`config.mk`:
```
export PLATFORM = sky130hd
export DESIGN_NAME = lsu_dccm_bank_ctl
export DESIGN_NICKNAME = d
export VERILOG_FILES = /design/src/rtl/lsu_dccm_pkg.sv /design/src/rtl/lsu_dccm_wr_arb.sv /design/src/rtl/lsu_dccm_bank_ctl.sv
export SDC_FILE = /design/constraint.sdc
export NUM_CORES = 1
export LEC_CHECK = 0
export CAP_MARGIN = 40
export CORE_AREA = 2 2 149 151
export CTS_CLUSTER_SIZE = 24
export DETAILED_ROUTE_END_ITERATION = 10
export DIE_AREA = 0 0 151 153
export GPL_TIMING_DRIVEN = 1
export PLACE_DENSITY = 0.84
export SLEW_MARGIN = 10
export SYNTH_ARGS = -nofsm -noshare
export SYNTH_HDL_FRONTEND = slang
export SYNTH_SLANG_ARGS = --single-unit
```
`constraint.sdc`:
```
create_clock -name clk -period 3.28 [get_ports clk]
set_input_delay 0.984 -clock clk [delete_from_list [all_inputs] [get_ports clk]]
set_output_delay 0.984 -clock clk [all_outputs]
set_load 0.05 [all_outputs]
```
`src/rtl/lsu_dccm_pkg.sv`:
```
// Shared types and helpers for the DCCM bank controller slice.
// Bank decode, scrub state encoding and the default full-word width.
package lsu_dccm_pkg;

    localparam int DCCM_DATA_WIDTH = 32;
    localparam int DCCM_ECC_WIDTH  = 7;
    localparam int FDATA_WIDTH     = DCCM_DATA_WIDTH + DCCM_ECC_WIDTH;

    typedef enum logic {
        IDLE = 1'b0,
        PEND = 1'b1
    } scrub_state_e;

    // Bank index sits just above the byte-within-word bits.
    function automatic logic [31:0] bank_index(input logic [31:0] addr,
                                               input int          bw,
                                               input int          bb);
        return (addr >> bw) & ((32'd1 << bb) - 32'd1);
    endfunction

endpackage

```
`src/rtl/lsu_dccm_wr_arb.sv`:
```
// DCCM write arbitration: picks scrub or store, detects load/write bank
// conflicts, bounds write starvation and runs the scrub pending FSM.
module lsu_dccm_wr_arb
    import lsu_dccm_pkg::*;
#(
    parameter int NUM_BANKS    = 2,
    parameter int DATA_WIDTH   = DCCM_DATA_WIDTH,
    parameter int ECC_WIDTH    = DCCM_ECC_WIDTH,
    parameter int ADDR_BITS    = 16,
    parameter int STARVE_LIMIT = 4
) (
    input  logic                            clk,
    input  logic                            rst,
    input  logic                            freeze,
    input  logic                            ld_valid,
    input  logic [NUM_BANKS-1:0]            ld_bank_set,
    input  logic                            st_req,
    input  logic [ADDR_BITS-1:0]            st_addr,
    input  logic [DATA_WIDTH-1:0]           st_data,
    input  logic [ECC_WIDTH-1:0]            st_ecc,
    input  logic                            scrub_req,
    input  logic [ADDR_BITS-1:0]            scrub_addr,
    input  logic [DATA_WIDTH+ECC_WIDTH-1:0] scrub_data,
    output logic                            wr_issue,
    output logic [NUM_BANKS-1:0]            wr_bank_oh,
    output logic [ADDR_BITS-1:0]            wr_addr,
    output logic [DATA_WIDTH+ECC_WIDTH-1:0] wr_data,
    output logic                            ld_block,
    output logic                            st_commit,
    output logic                            scrub_busy,
    output logic                            scrub_done
);

    localparam int FW = DATA_WIDTH + ECC_WIDTH;
    localparam int BW = $clog2(DATA_WIDTH / 8);
    localparam int BB = $clog2(NUM_BANKS);
    localparam int SW = $clog2(STARVE_LIMIT + 1);
    localparam logic [SW-1:0] STARVE_MAX = SW'(STARVE_LIMIT);

    scrub_state_e         state_q;
    scrub_state_e         state_d;
    logic [ADDR_BITS-1:0] scrub_addr_q;
    logic [FW-1:0]        scrub_data_q;
    logic [SW-1:0]        starve_cnt;
    logic                 active;
    logic                 scrub_sel;
    logic                 st_elig;
    logic                 wr_pend;
    logic                 conflict;
    logic                 write_wins;
    logic [BB-1:0]        wr_bank;

    // A scrub arriving this cycle holds the store off so it cannot be overtaken.
    always_comb begin
        active     = !freeze && !rst;
        scrub_sel  = (state_q == PEND);
        st_elig    = st_req && (state_q == IDLE) && !scrub_req;
        wr_pend    = scrub_sel || st_elig;
        wr_addr    = scrub_sel ? scrub_addr_q : st_addr;
        wr_data    = scrub_sel ? scrub_data_q : {st_ecc, st_data};
        wr_bank    = BB'(bank_index(32'(wr_addr), BW, BB));
        conflict   = wr_pend && ld_valid && ld_bank_set[wr_bank];
        write_wins = conflict && (starve_cnt == STARVE_MAX);
        wr_issue   = active && wr_pend && (!conflict || write_wins);
        ld_block   = active && write_wins;
        st_commit  = wr_issue && !scrub_sel;
        scrub_done = wr_issue && scrub_sel;
        scrub_busy = scrub_sel;
        wr_bank_oh = '0;
        if (wr_issue) begin
            wr_bank_oh[wr_bank] = 1'b1;
        end
    end

    always_comb begin
        state_d = state_q;
        case (state_q)
            IDLE:    if (scrub_req) state_d = PEND;
            PEND:    if (wr_issue)  state_d = IDLE;
            default: state_d = IDLE;
        endcase
    end

    always_ff @(posedge clk) begin
        if (rst) begin
            state_q <= IDLE;
        end else if (!freeze) begin
            state_q <= state_d;
        end
    end

    // Starve count only advances while a blocked write loses to a load.
    always_ff @(posedge clk) begin
        if (rst) begin
            scrub_addr_q <= '0;
            scrub_data_q <= '0;
            starve_cnt   <= '0;
        end else if (!freeze) begin
            if (state_q == IDLE && scrub_req) begin
                scrub_addr_q <= scrub_addr;
                scrub_data_q <= scrub_data;
            end
            if (wr_issue) begin
                starve_cnt <= '0;
            end else if (conflict && starve_cnt != STARVE_MAX) begin
                starve_cnt <= starve_cnt + 1'b1;
            end
        end
    end

endmodule

```
`src/rtl/lsu_dccm_bank_ctl.sv`:
```
// Parametrised DCCM port controller: per-bank read/write steering and the
// DC1->DC2->DC3 read data pipeline.
module lsu_dccm_bank_ctl
    import lsu_dccm_pkg::*;
#(
    parameter int NUM_BANKS    = 2,
    parameter int DATA_WIDTH   = DCCM_DATA_WIDTH,
    parameter int ECC_WIDTH    = DCCM_ECC_WIDTH,
    parameter int ADDR_BITS    = 16,
    parameter int STARVE_LIMIT = 4
) (
    input  logic                                      clk,
    input  logic                                      rst,
    input  logic                                      freeze,
    input  logic                                      ld_valid_dc1,
    input  logic [ADDR_BITS-1:0]                      ld_addr_dc1,
    input  logic [ADDR_BITS-1:0]                      ld_end_addr_dc1,
    output logic                                      ld_stall_dc1,
    input  logic                                      st_req,
    input  logic [ADDR_BITS-1:0]                      st_addr,
    input  logic [DATA_WIDTH-1:0]                     st_data,
    input  logic [ECC_WIDTH-1:0]                      st_ecc,
    output logic                                      st_commit,
    input  logic                                      scrub_req,
    input  logic [ADDR_BITS-1:0]                      scrub_addr,
    input  logic [DATA_WIDTH+ECC_WIDTH-1:0]           scrub_data,
    output logic                                      scrub_busy,
    output logic                                      scrub_done,
    output logic [NUM_BANKS-1:0]                      bank_rden,
    output logic [NUM_BANKS-1:0]                      bank_wren,
    output logic [NUM_BANKS*ADDR_BITS-1:0]            bank_addr,
    output logic [DATA_WIDTH+ECC_WIDTH-1:0]           bank_wr_data,
    input  logic [NUM_BANKS*(DATA_WIDTH+ECC_WIDTH)-1:0] bank_rd_data,
    output logic                                      rd_valid_dc3,
    output logic [DATA_WIDTH+ECC_WIDTH-1:0]           rd_data_lo_dc3,
    output logic [DATA_WIDTH+ECC_WIDTH-1:0]           rd_data_hi_dc3
);

    localparam int FW = DATA_WIDTH + ECC_WIDTH;
    localparam int BW = $clog2(DATA_WIDTH / 8);
    localparam int BB = $clog2(NUM_BANKS);

    logic [BB-1:0]          lo_bank;
    logic [BB-1:0]          hi_bank;
    logic [BB-1:0]          lo_bank_dc2;
    logic [BB-1:0]          hi_bank_dc2;
    logic [NUM_BANKS-1:0]   ld_bank_set;
    logic [NUM_BANKS-1:0]   wr_bank_oh;
    logic [ADDR_BITS-1:0]   wr_addr;
    logic [FW-1:0]          wr_data;
    logic                   wr_issue;
    logic                   ld_block;
    logic                   ld_issue;
    logic                   rden_dc2;

    always_comb begin
        lo_bank     = BB'(bank_index(32'(ld_addr_dc1), BW, BB));
        hi_bank     = BB'(bank_index(32'(ld_end_addr_dc1), BW, BB));
        ld_bank_set = '0;
        ld_bank_set[lo_bank] = 1'b1;
        ld_bank_set[hi_bank] = 1'b1;
    end

    lsu_dccm_wr_arb #(
        .NUM_BANKS    (NUM_BANKS),
        .DATA_WIDTH   (DATA_WIDTH),
        .ECC_WIDTH    (ECC_WIDTH),
        .ADDR_BITS    (ADDR_BITS),
        .STARVE_LIMIT (STARVE_LIMIT)
    ) u_wr_arb (
        .clk         (clk),
        .rst         (rst),
        .freeze      (freeze),
        .ld_valid    (ld_valid_dc1),
        .ld_bank_set (ld_bank_set),
        .st_req      (st_req),
        .st_addr     (st_addr),
        .st_data     (st_data),
        .st_ecc      (st_ecc),
        .scrub_req   (scrub_req),
        .scrub_addr  (scrub_addr),
        .scrub_data  (scrub_data),
        .wr_issue    (wr_issue),
        .wr_bank_oh  (wr_bank_oh),
        .wr_addr     (wr_addr),
        .wr_data     (wr_data),
        .ld_block    (ld_block),
        .st_commit   (st_commit),
        .scrub_busy  (scrub_busy),
        .scrub_done  (scrub_done)
    );

    // The write bank never overlaps an issued load, so priority order is free.
    always_comb begin
        ld_issue     = ld_valid_dc1 && !freeze && !rst && !ld_block;
        ld_stall_dc1 = ld_valid_dc1 && !rst && (freeze || ld_block);
        bank_rden    = ld_issue ? ld_bank_set : '0;
        bank_wren    = wr_bank_oh;
        bank_wr_data = wr_issue ? wr_data : '0;
        bank_addr    = '0;
        for (int b = 0; b < NUM_BANKS; b++) begin
            if (wr_bank_oh[b]) begin
                bank_addr[b*ADDR_BITS +: ADDR_BITS] = wr_addr;
            end else if (ld_issue && BB'(b) == lo_bank) begin
                bank_addr[b*ADDR_BITS +: ADDR_BITS] = ld_addr_dc1;
            end else if (ld_issue && BB'(b) == hi_bank) begin
                bank_addr[b*ADDR_BITS +: ADDR_BITS] = ld_end_addr_dc1;
            end
        end
    end

    // Bank indices travel with the read so DC3 can pick lo/hi words.
    always_ff @(posedge clk) begin
        if (rst) begin
            rden_dc2       <= 1'b0;
            lo_bank_dc2    <= '0;
            hi_bank_dc2    <= '0;
            rd_valid_dc3   <= 1'b0;
            rd_data_lo_dc3 <= '0;
            rd_data_hi_dc3 <= '0;
        end else if (!freeze) begin
            rden_dc2     <= ld_issue;
            lo_bank_dc2  <= lo_bank;
            hi_bank_dc2  <= hi_bank;
            rd_valid_dc3 <= rden_dc2;
            if (rden_dc2) begin
                rd_data_lo_dc3 <= bank_rd_data[int'(lo_bank_dc2)*FW +: FW];
                rd_data_hi_dc3 <= bank_rd_data[int'(hi_bank_dc2)*FW +: FW];
            end
        end
    end

endmodule

```
==> results.py, run 1 <==
metrics = {
    "route": {
        "drt-vias-per-instance": 5.255,
        "drc_errors": 0,
        "drtAntennaViolNets": 0,
        "drtIter0Drc": 339,
        "dr.pass1.iters": 5,
        "wl_per_cell_um": 19.26,
        "vias": 8172,
        "wirelength_um": 29950,
    },
    "critical_path": {
        "cp.required_ps": 2300,
        "cp_num_buf_inv": 6,
        "timing.rr.end": "u_wr_arb.starve_cnt[2]$_SDFFE_PP0P_",
        "crit_top_cell": "buf_12",
        "critPathKind": "in -> out",
        "crit_chain": "buf_6 > mux2_4 > mux2_4 > o221ai_4 > buf_12 > buf_12 > buf_12 > buf_16 > nor2_4 > buf_12",
        "cp-start-kind": "input pin",
        "crit_family": "buffers and inverters",
        "crit_slowest_cell": "mux2_4",
        "max_stage_delay_ps": 320,
        "r2r_slack_ps": 1110,
        "endpoint_kind": "output pin",
        "critical_path_arrival_ps": 2610,
        "r2r.worst_path.cells": 10,
        "cp_max_fo": 6,
        "rr_startpoint": "u_wr_arb.scrub_busy$_SDFFE_PP0N_",
    },
    "yosys": {
        "synth-seq-cells": 141,
        "synth.avg_cell_area_um2": 8.369,
        "ys_async_sr_fraction_pct": 0,
        "synthesis.nets": 1082,
        "yosysSeqAreaShare_pct": 39.50,
        "synth_edf_count": 0,
        "ys_warn_count": 0,
        "syn_area_um2": 7147,
        "synthCells": 854,
        "synth_cell_type_count": 43,
        "ys.flop_type": "dfxtp_1",
    },
    "floorplan": {
        "core_um2": 21490,
        "die_h_um": 153,
        "placement_rows": 54,
        "pin_count": 384,
        "die_area_um2": 23100,
        "start_util_pct": 33.26,
        "die_w_um": 151,
    },
    "sta": {
        "grt_setup_unrepaired": "yes",
        "worst_slack_ps": -313.6,
        "tightest_slew_ps": 881.8,
        "clock.fmax_mhz": 278.3,
        "final-hold-violation-count": 0,
        "final.period_utilization_pct": 109.6,
        "finalSetupViolations": 74,
        "finalCriticalPeriod_ps": 3594,
        "skew_ps": 12.50,
        "drv_slew": 0,
        "relSlewSlack_pct": 41.21,
    },
    "cells_and_area": {
        "final_nets": 1481,
        "drive_gt1_share_pct": 26.38,
        "nFillCells": 1605,
        "fin_cells": 1555,
        "final_util_pct": 64.90,
        "area.growth.synth_to_final_pct": 95.12,
        "multiInputGateArea_um2": 4634,
        "regArea_um2": 2831,
    },
    "global_routing": {
        "grt_pass1_wl_um": 44580,
        "grt_usage_pct": 24.91,
        "globalRoute.totalOverflow": 0,
        "grt_start_max_net_pins": 81,
        "antenna_found_initial": 9,
        "grt_pass1_vias": 8222,
    },
    "pwr": {
        "p_clk_share_pct": 35.8,
        "comb_power_share_pct": 27.9,
        "swShare_pct": 31.53,
        "p_leak_nw": 4.911,
        "p_per_area_nw_per_um2": 364.0,
        "p_int_mw": 3.475,
        "pwr-share-seq_pct": 36.3,
        "ir_drop_v": 0.0003217,
        "power.switching_mw": 1.601,
    },
    "place": {
        "gp_routability_congestion": 0.9043,
        "dp_hpwl_um": 20280,
        "placedCellCount": 1483,
        "pre_cts_slack_ps": -526.5,
        "port_buffers": 382,
    },
    "flow_run": {
        "max-cap-violations": 0,
    },
    "hold_path": {
        "hp-start": "u_wr_arb.scrub_data_q[33]$_SDFFE_PP0P_",
        "hold_depth": 2,
        "hold_class": "reg -> reg",
        "hold_end": "u_wr_arb.scrub_data_q[33]$_SDFFE_PP0P_",
    },
    "cts": {
        "root_buffer": "clkbuf_16",
        "clkLatencyLatePin_ps": 430,
        "cts_buffer_depth": 2,
        "cts_sinks": 141,
        "cts_buffers": 17,
        "clk_pin_slew_ps": 60,
        "h-tree-depth": 4,
        "cts_tree": "built",
    },
    "status": {
        "violations": "negative setup slack",
        "status": "finished, violations left",
    },
}
## stage by stage
stage | hold WS (ps) | total power [mW] | setup TNS (ps) | area (um2)
final | 453.9 | 5.076 | -14840 | 13940
after global routing | 472.1 | 5.267 | -17490 | 13940
after CTS | 454.9 | 5.090 | -17510 | 13850
after detailed placement | 446.3 | 3.172 | -37600 | 12400
after global placement | 438.3 | 3.146 | -35450 | 12380
after floorplan | 432.9 | 2.531 | -2505 | 7357
## placed cells by master (no fill, tap or decap), types with 5 or more instances in the layout
cell,synthesis,layout
clkinv_4,0,5
a221o_2,0,30
a211oi_1,78,78
dfxtp_1,141,136
clkdlybuf4s50_1,0,297
buf_6,1,15
a21oi_1,58,57
nand2_1,129,125
buf_12,0,91
buf_16,0,6
inv_1,6,6
clkbuf_16,0,17
mux2i_1,120,120
nor2_1,160,92
buf_4,3,41
mux2_2,15,15
nor2_4,0,64
nor2_2,1,5
diode_2,0,9
## sequential cells by signal, summed over array words and instances (netlist names)
register and count:
u_wr_arb.starve_cnt 3, hi_bank_dc2 1, rd_valid_dc3 1, rd_data_hi_dc3 39, u_wr_arb.scrub_busy 1, u_wr_arb.scrub_data_q 39
lo_bank_dc2 1, rd_data_lo_dc3 39, u_wr_arb.scrub_addr_q 16, rden_dc2 1
## worst max-delay path by stage
stage	start	endpoint	cells after the start
after detailed placement	st_addr[2]	bank_wr_data[32]	7
final	st_addr[2]	bank_wr_data[8]	10
after CTS	st_addr[2]	bank_wr_data[8]	11
after global placement	freeze	bank_addr[27]	7
after global routing	st_addr[2]	bank_wr_data[8]	10
after floorplan	ld_end_addr_dc1[2]	bank_addr[18]	5
## cell type report
class,count,area share [%]
Timing Repair Buffer,457,39.70
Clock buffer,19,3.176
Tap cell,280,2.512
Sequential cell,141,20.31
Clock inverter,13,0.7537
Inverter,6,0.1615
Multi-Input combinational cell,630,33.23
Antenna cell,9,0.1615
## cell usage after synthesis, types with 2 or more instances
master	number	share of area (%)
nor2_1	160	8.4
dfxtp_1	141	39
nand2_1	129	6.8
mux2i_1	120	17
a211oi_1	78	8.2
a21oi_1	58	4.1
clkbuf_1	46	2.4
a221o_1	30	4.2
buf_2	16	1.1
mux2_2	15	2.4
buf_1	11	0.58
inv_1	6	0.32
and2_1	4	0.35
buf_4	3	0.32
ha_1	2	0.35
mux2_4	2	0.42
nand2b_1	2	0.18
nand3_1	2	0.14
o211ai_1	2	0.21
o21bai_1	2	0.21
o221ai_2	2	0.42
or4_1	2	0.21
## per-layer routing
layer | track usage, % | wire (um) | up-vias
li1 | - | - | 3832
met4 | 13.04 | 1256 | 0
met3 | 8.149 | 2725 | 78
met1 | 27.03 | 11080 | 3880
met2 | 42.84 | 14890 | 382
met5 | 0 | 0 | -
## worst register-to-register path, cell delays in order, from the launching register on
cell      delay (ps)
dfxtp_4          380
mux2_4           320
mux2_4           320
o221ai_4         190
buf_12           140
buf_8            100
buf_8            120
buf_16           130
buf_4            110
buf_4            110
a21boi_0         170
## power groups by stage
stage                     combinational [mW]  clock [mW]  sequential [mW]
after global routing                    1.49        1.93             1.85
after floorplan                        0.506           0             2.03
final                                   1.42        1.82             1.84
after CTS                               1.40        1.85             1.84
after global placement                  1.26           0             1.88
after detailed placement                1.29           0             1.88
## cell families (layout without fill, tap and decap cells)
family	after synthesis	count (layout)	share of synthesized area, %
AND/OR/NAND/NOR	308	308	17.00
multiplexers	137	137	19.59
buffers and inverters	83	495	4.902
other	1	10	0.05247
adder cells (fa/ha/maj)	2	2	0.3501
flip-flops	141	141	39.50
AO/OA/AOI/OAI	182	182	18.61
## repair_timing
item,4_1_cts,5_1_grt
gates resized for setup,127,40
pin swaps,57,33
endpoints found under the setup margin,77,77
cloned,11,0
buffers inserted,26,3
hold buffers,0,0
Power figures use the tool's default switching activity.
==> run 2, diff against run 1 <==
CAP_MARGIN = unset   (was 40)
HOLD_SLACK_MARGIN = 0.12   (was unset)
==> results.py, run 2 (synthesized netlist as in run 1, its figures left out) <==
metrics = {
    "cts": {
        "root_buffer": "clkbuf_16",
        "cts_buffers": 17,
        "cts_tree": "built",
        "cts_sinks": 141,
        "clkLatencyLatePin_ps": 430,
        "h-tree-depth": 4,
        "postCtsHoldBufs": 0,
        "cts_buffer_depth": 2,
        "clk_pin_slew_ps": 60,
    },
    "critical_path": {
        "crit_chain": "buf_6 > mux2_4 > mux2_4 > o221ai_4 > buf_6 > buf_8 > buf_16 > nor2_4 > buf_12",
        "crit_slowest_cell": "mux2_4",
        "cp_max_fo": 6,
        "endpoint_kind": "output pin",
        "critical_path_arrival_ps": 2570,
        "crit_family": "buffers and inverters",
        "max_stage_delay_ps": 320,
        "cp-start-kind": "input pin",
        "cp.required_ps": 2300,
        "critPathKind": "in -> out",
        "cp_num_buf_inv": 5,
    },
    "global_routing": {
        "grt_pass1_vias": 8308,
        "use_met3_pct": 7.104,
        "use_met2_pct": 44.87,
        "grt_start_max_net_pins": 81,
        "grt_pass1_wl_um": 45110,
        "use_met1_pct": 27.10,
        "antenna_found_initial": 6,
        "globalRoute.totalOverflow": 0,
        "grt_usage_pct": 25.21,
        "busiest_layer": "met2",
    },
    "sta": {
        "grt_setup_unrepaired": "yes",
        "final-hold-violation-count": 0,
        "relSlewSlack_pct": 30.33,
        "worst_slack_ps": -277.0,
        "drv_slew": 0,
        "clock.fmax_mhz": 281.1,
        "tns_ps": -15210,
        "final.period_utilization_pct": 108.4,
        "skew_ps": 12.23,
        "tightest_slew_ps": 1045,
        "finalSetupViolations": 74,
        "finalCriticalPeriod_ps": 3557,
    },
    "pwr": {
        "ir_drop_v": 0.0003262,
        "totalPowerFinal_mw": 5.086,
        "p_leak_nw": 4.889,
        "p_per_area_nw_per_um2": 368.9,
    },
    "floorplan": {
        "pin_count": 384,
        "die_area_um2": 23100,
        "placement_rows": 54,
        "die_w_um": 151,
        "die_h_um": 153,
        "core_um2": 21490,
        "start_util_pct": 33.26,
    },
    "cells_and_area": {
        "fin_area_um2": 13790,
        "area.growth.synth_to_final_pct": 92.91,
        "fin_cells": 1552,
        "layout_common_cells": "297 x clkdlybuf4s50_1, 138 x dfxtp_1, 127 x nand2_1",
        "drive_gt1_share_pct": 25.28,
        "final_common_cell": "clkdlybuf4s50_1",
        "final_nets": 1481,
        "top_regs": "rd_data_hi_dc3: 39 flops, rd_data_lo_dc3: 39 flops, u_wr_arb.scrub_data_q: 39 flops",
    },
    "place": {
        "placedCellCount": 1482,
        "pre_cts_slack_ps": -529.7,
        "dp_hpwl_um": 20250,
        "gp_routability_congestion": 0.9043,
        "port_buffers": 382,
        "postPlaceCellArea_um2": 12380,
    },
    "route": {
        "drtIter0Drc": 317,
        "wl_per_cell_um": 19.58,
        "dr.pass1.iters": 5,
        "vias": 8149,
        "drt-vias-per-instance": 5.251,
        "wirelength_um": 30390,
        "drc_errors": 0,
        "drtAntennaViolNets": 0,
    },
    "status": {
        "status": "finished, violations left",
        "violations": "negative setup slack",
    },
    "flow_run": {
        "max-cap-violations": 0,
    },
    "hold_path": {
        "hold_class": "reg -> reg",
    },
}
-- run 2: changes by cell type in the layout (fill, tap and decap cells not counted), sizes merged --
cell,previous run,this run
diode,9,6
buf,158,156
clkbuf,19,21
bufbuf,1,0
clkinv,6,4
and3,1,2
o21ba,1,2
clkinvlp,2,3
-- run 2: layout make-up --
type                            count  area (um2)
Fill cell                        1607        7699
Timing Repair Buffer              455        5465
Multi-Input combinational cell    632        4544
Sequential cell                   141        2829
Clock buffer                       20       456.7
Tap cell                          280       350.3
Clock inverter                     12       103.9
Inverter                            6       22.52
Antenna cell                        6       15.01
-- run 2: tightest hold or removal path: stages (launching register included) --
cell and delay (ps):
dfxtp_1 310, nand2_1 50, a21oi_1 50
-- run 2: final timing paths --
path,to,from,cells past startpoint,slack (ps)
setup / recovery,bank_wr_data[19],st_addr[2],9,-280
hold / removal,u_wr_arb.scrub_data_q[6]$_SDFFE_PP0P_,u_wr_arb.scrub_data_q[6]$_SDFFE_PP0P_,2,450
setup reg to reg,u_wr_arb.starve_cnt[2]$_SDFFE_PP0P_,u_wr_arb.starve_cnt[0]$_SDFFE_PP0P_,11,1020
hold reg to reg,u_wr_arb.scrub_data_q[6]$_SDFFE_PP0P_,u_wr_arb.scrub_data_q[6]$_SDFFE_PP0P_,2,450
-- run 2: metrics by stage --
step / hold WS [ps] / util, %
after CTS: 454.6 / 63.60
after floorplan: 432.9 / -
after detailed placement: 446.1 / 57.64
final: 454.3 / 64.17
after global routing: 469.4 / 64.17
after global placement: 438.3 / 57.64
-- run 2: per-layer routing --
metal,part of all wire (%),vias to the layer above
met5,0,-
met3,8.5,74
met2,50,387
li1,-,3832
met4,4.4,0
met1,37,3856
-- run 2: where the power goes --
group	internal, mW	switching, mW
Combinational	0.674	0.718
Clock	1.03	0.814
Sequential	1.79	0.0579
-- run 2: what timing repair did --
| item | 4_1_cts | 5_1_grt |
|---|---|---|
| gates resized for setup | 103 | 34 |
| pin swaps | 64 | 8 |
| setup endpoints to repair | 77 | 75 |
| gates cloned | 11 | 0 |
| setup buffers | 22 | 6 |
==> run 3, diff against run 2 <==
SETUP_SLACK_MARGIN = 0.5   (was unset)
==> results.py, run 3 (synthesized netlist as in run 1, its figures left out) <==
metrics = {
    "status": {
        "status": "finished, violations left",
        "violations": "negative setup slack",
    },
    "cts": {
        "clkLatencyLatePin_ps": 410,
        "cts_buffers": 17,
        "root_buffer": "clkbuf_16",
        "clk_pin_slew_ps": 60,
        "cts_sinks": 141,
        "cts_buffer_depth": 2,
        "postCtsHoldBufs": 0,
        "cts_tree": "built",
        "h-tree-depth": 4,
    },
    "cells_and_area": {
        "fin_area_um2": 13840,
        "area.growth.synth_to_final_pct": 93.66,
        "final_nets": 1483,
        "layout_common_cells": "296 x clkdlybuf4s50_1, 138 x dfxtp_1, 127 x nand2_1",
        "drive_gt1_share_pct": 24.53,
        "top_regs": "rd_data_hi_dc3: 39 flops, rd_data_lo_dc3: 39 flops, u_wr_arb.scrub_data_q: 39 flops",
        "final_common_cell": "clkdlybuf4s50_1",
        "final_util_pct": 64.42,
    },
    "global_routing": {
        "grt_usage_pct": 23.66,
        "grt_start_max_net_pins": 80,
        "grt_pass1_wl_um": 43380,
        "grt_pass1_vias": 8291,
        "globalRoute.totalOverflow": 0,
        "antenna_found_initial": 2,
    },
    "floorplan": {
        "placement_rows": 54,
        "die_area_um2": 23100,
        "pin_count": 384,
        "start_util_pct": 33.26,
        "die_w_um": 151,
        "core_um2": 21490,
        "die_h_um": 153,
    },
    "sta": {
        "relSlewSlack_pct": 38.64,
        "tightest_slew_ps": 920.4,
        "drv_slew": 0,
        "final-hold-violation-count": 0,
        "grt_setup_unrepaired": "yes",
        "final.period_utilization_pct": 108.0,
        "finalSetupViolations": 74,
        "clock.fmax_mhz": 282.2,
        "skew_ps": 12.47,
        "worst_slack_ps": -263.0,
        "finalCriticalPeriod_ps": 3543,
    },
    "route": {
        "drt-vias-per-instance": 5.185,
        "dr.pass1.iters": 5,
        "drc_errors": 0,
        "drtIter0Drc": 361,
        "vias": 8037,
        "wl_per_cell_um": 18.24,
        "wirelength_um": 28270,
        "drtAntennaViolNets": 0,
    },
    "critical_path": {
        "r2r_slack_ps": 1080,
        "cp-start-kind": "input pin",
        "critical_path_arrival_ps": 2560,
        "critPathKind": "in -> out",
        "cp.required_ps": 2300,
        "cp_max_fo": 5,
        "endpoint_kind": "output pin",
    },
    "pwr": {
        "ir_drop_v": 0.0002967,
        "p_per_area_nw_per_um2": 370.1,
        "p_leak_nw": 4.920,
        "totalPowerFinal_mw": 5.123,
    },
    "place": {
        "port_buffers": 382,
        "postPlaceCellArea_um2": 12790,
        "dp_hpwl_um": 20550,
        "gp_routability_congestion": 0.8650,
    },
    "flow_run": {
        "max-cap-violations": 0,
    },
    "hold_path": {
        "hold_class": "reg -> reg",
    },
}
run 3: changes by cell type in the layout (fill, tap and decap cells not counted), moves of 4 or more:
cell,before,now
buf_12,85,96
nor2_1,107,117
buf_4,44,36
nor2_2,10,3
diode_2,6,2
run 3: metal layers:
layer	vias to the layer above	part of all wire, %	GRT usage (%)	wire length [um]
met3	57	9.5	8.687	2688
li1	3826	-	-	-
met1	3797	37	25.68	10410
met4	0	3.4	9.034	951
met5	-	0	0	0
met2	357	50	41.62	14220
run 3: layout make-up:
type	instances	area [um2]
Tap cell	280	350.3
Sequential cell	141	2829
Timing Repair Buffer	459	5593
Antenna cell	2	5.005
Clock buffer	19	432.9
Multi-Input combinational cell	630	4478
Inverter	6	22.52
Fill cell	1609	7645
Clock inverter	13	130.1
run 3: final timing paths:
check | endpoint | start | cells past startpoint
setup reg to reg | u_wr_arb.starve_cnt[2]$_SDFFE_PP0P_ | u_wr_arb.scrub_busy$_SDFFE_PP0N_ | 8
setup / recovery | bank_wr_data[35] | st_addr[2] | 9
hold / removal | u_wr_arb.scrub_addr_q[15]$_SDFFE_PP0P_ | u_wr_arb.scrub_addr_q[15]$_SDFFE_PP0P_ | 2
hold reg to reg | u_wr_arb.scrub_addr_q[15]$_SDFFE_PP0P_ | u_wr_arb.scrub_addr_q[15]$_SDFFE_PP0P_ | 2
run 3: timing repair:
action                     in CTS  in global routing
resized for setup              84                  7
pin swaps                      47                 11
setup buffers                  13                  2
setup endpoints to repair      78                 78
cloned                          5                  0
run 3: where the power goes:
group	switching [mW]	total, mW	leakage, nW	internal (mW)
clock network	0.829	1.89	0.262	1.06
registers	0.0674	1.86	1.15	1.79
logic	0.691	1.37	3.51	0.678
run 3: per-stage QoR:
step	setup TNS (ps)	setup WS [ps]	instances	hold slack [ps]
finish	-14260	-263.0	1550	456.4
floorplan	-2342	-77.38	854	432.9
global route	-17740	-308.5	1550	467.9
detailed placement	-37200	-533.6	1496	446.9
global placement	-35340	-512.1	1496	439.2
CTS	-16070	-286.0	1546	455.9
run 3: worst max-delay path, stage by stage:
cell and delay, ps:
buf_6 90, mux2_4 280, mux2_4 320, o221ai_4 250
buf_6 170, buf_16 130, buf_12 130, nor2_4 40
buf_12 150
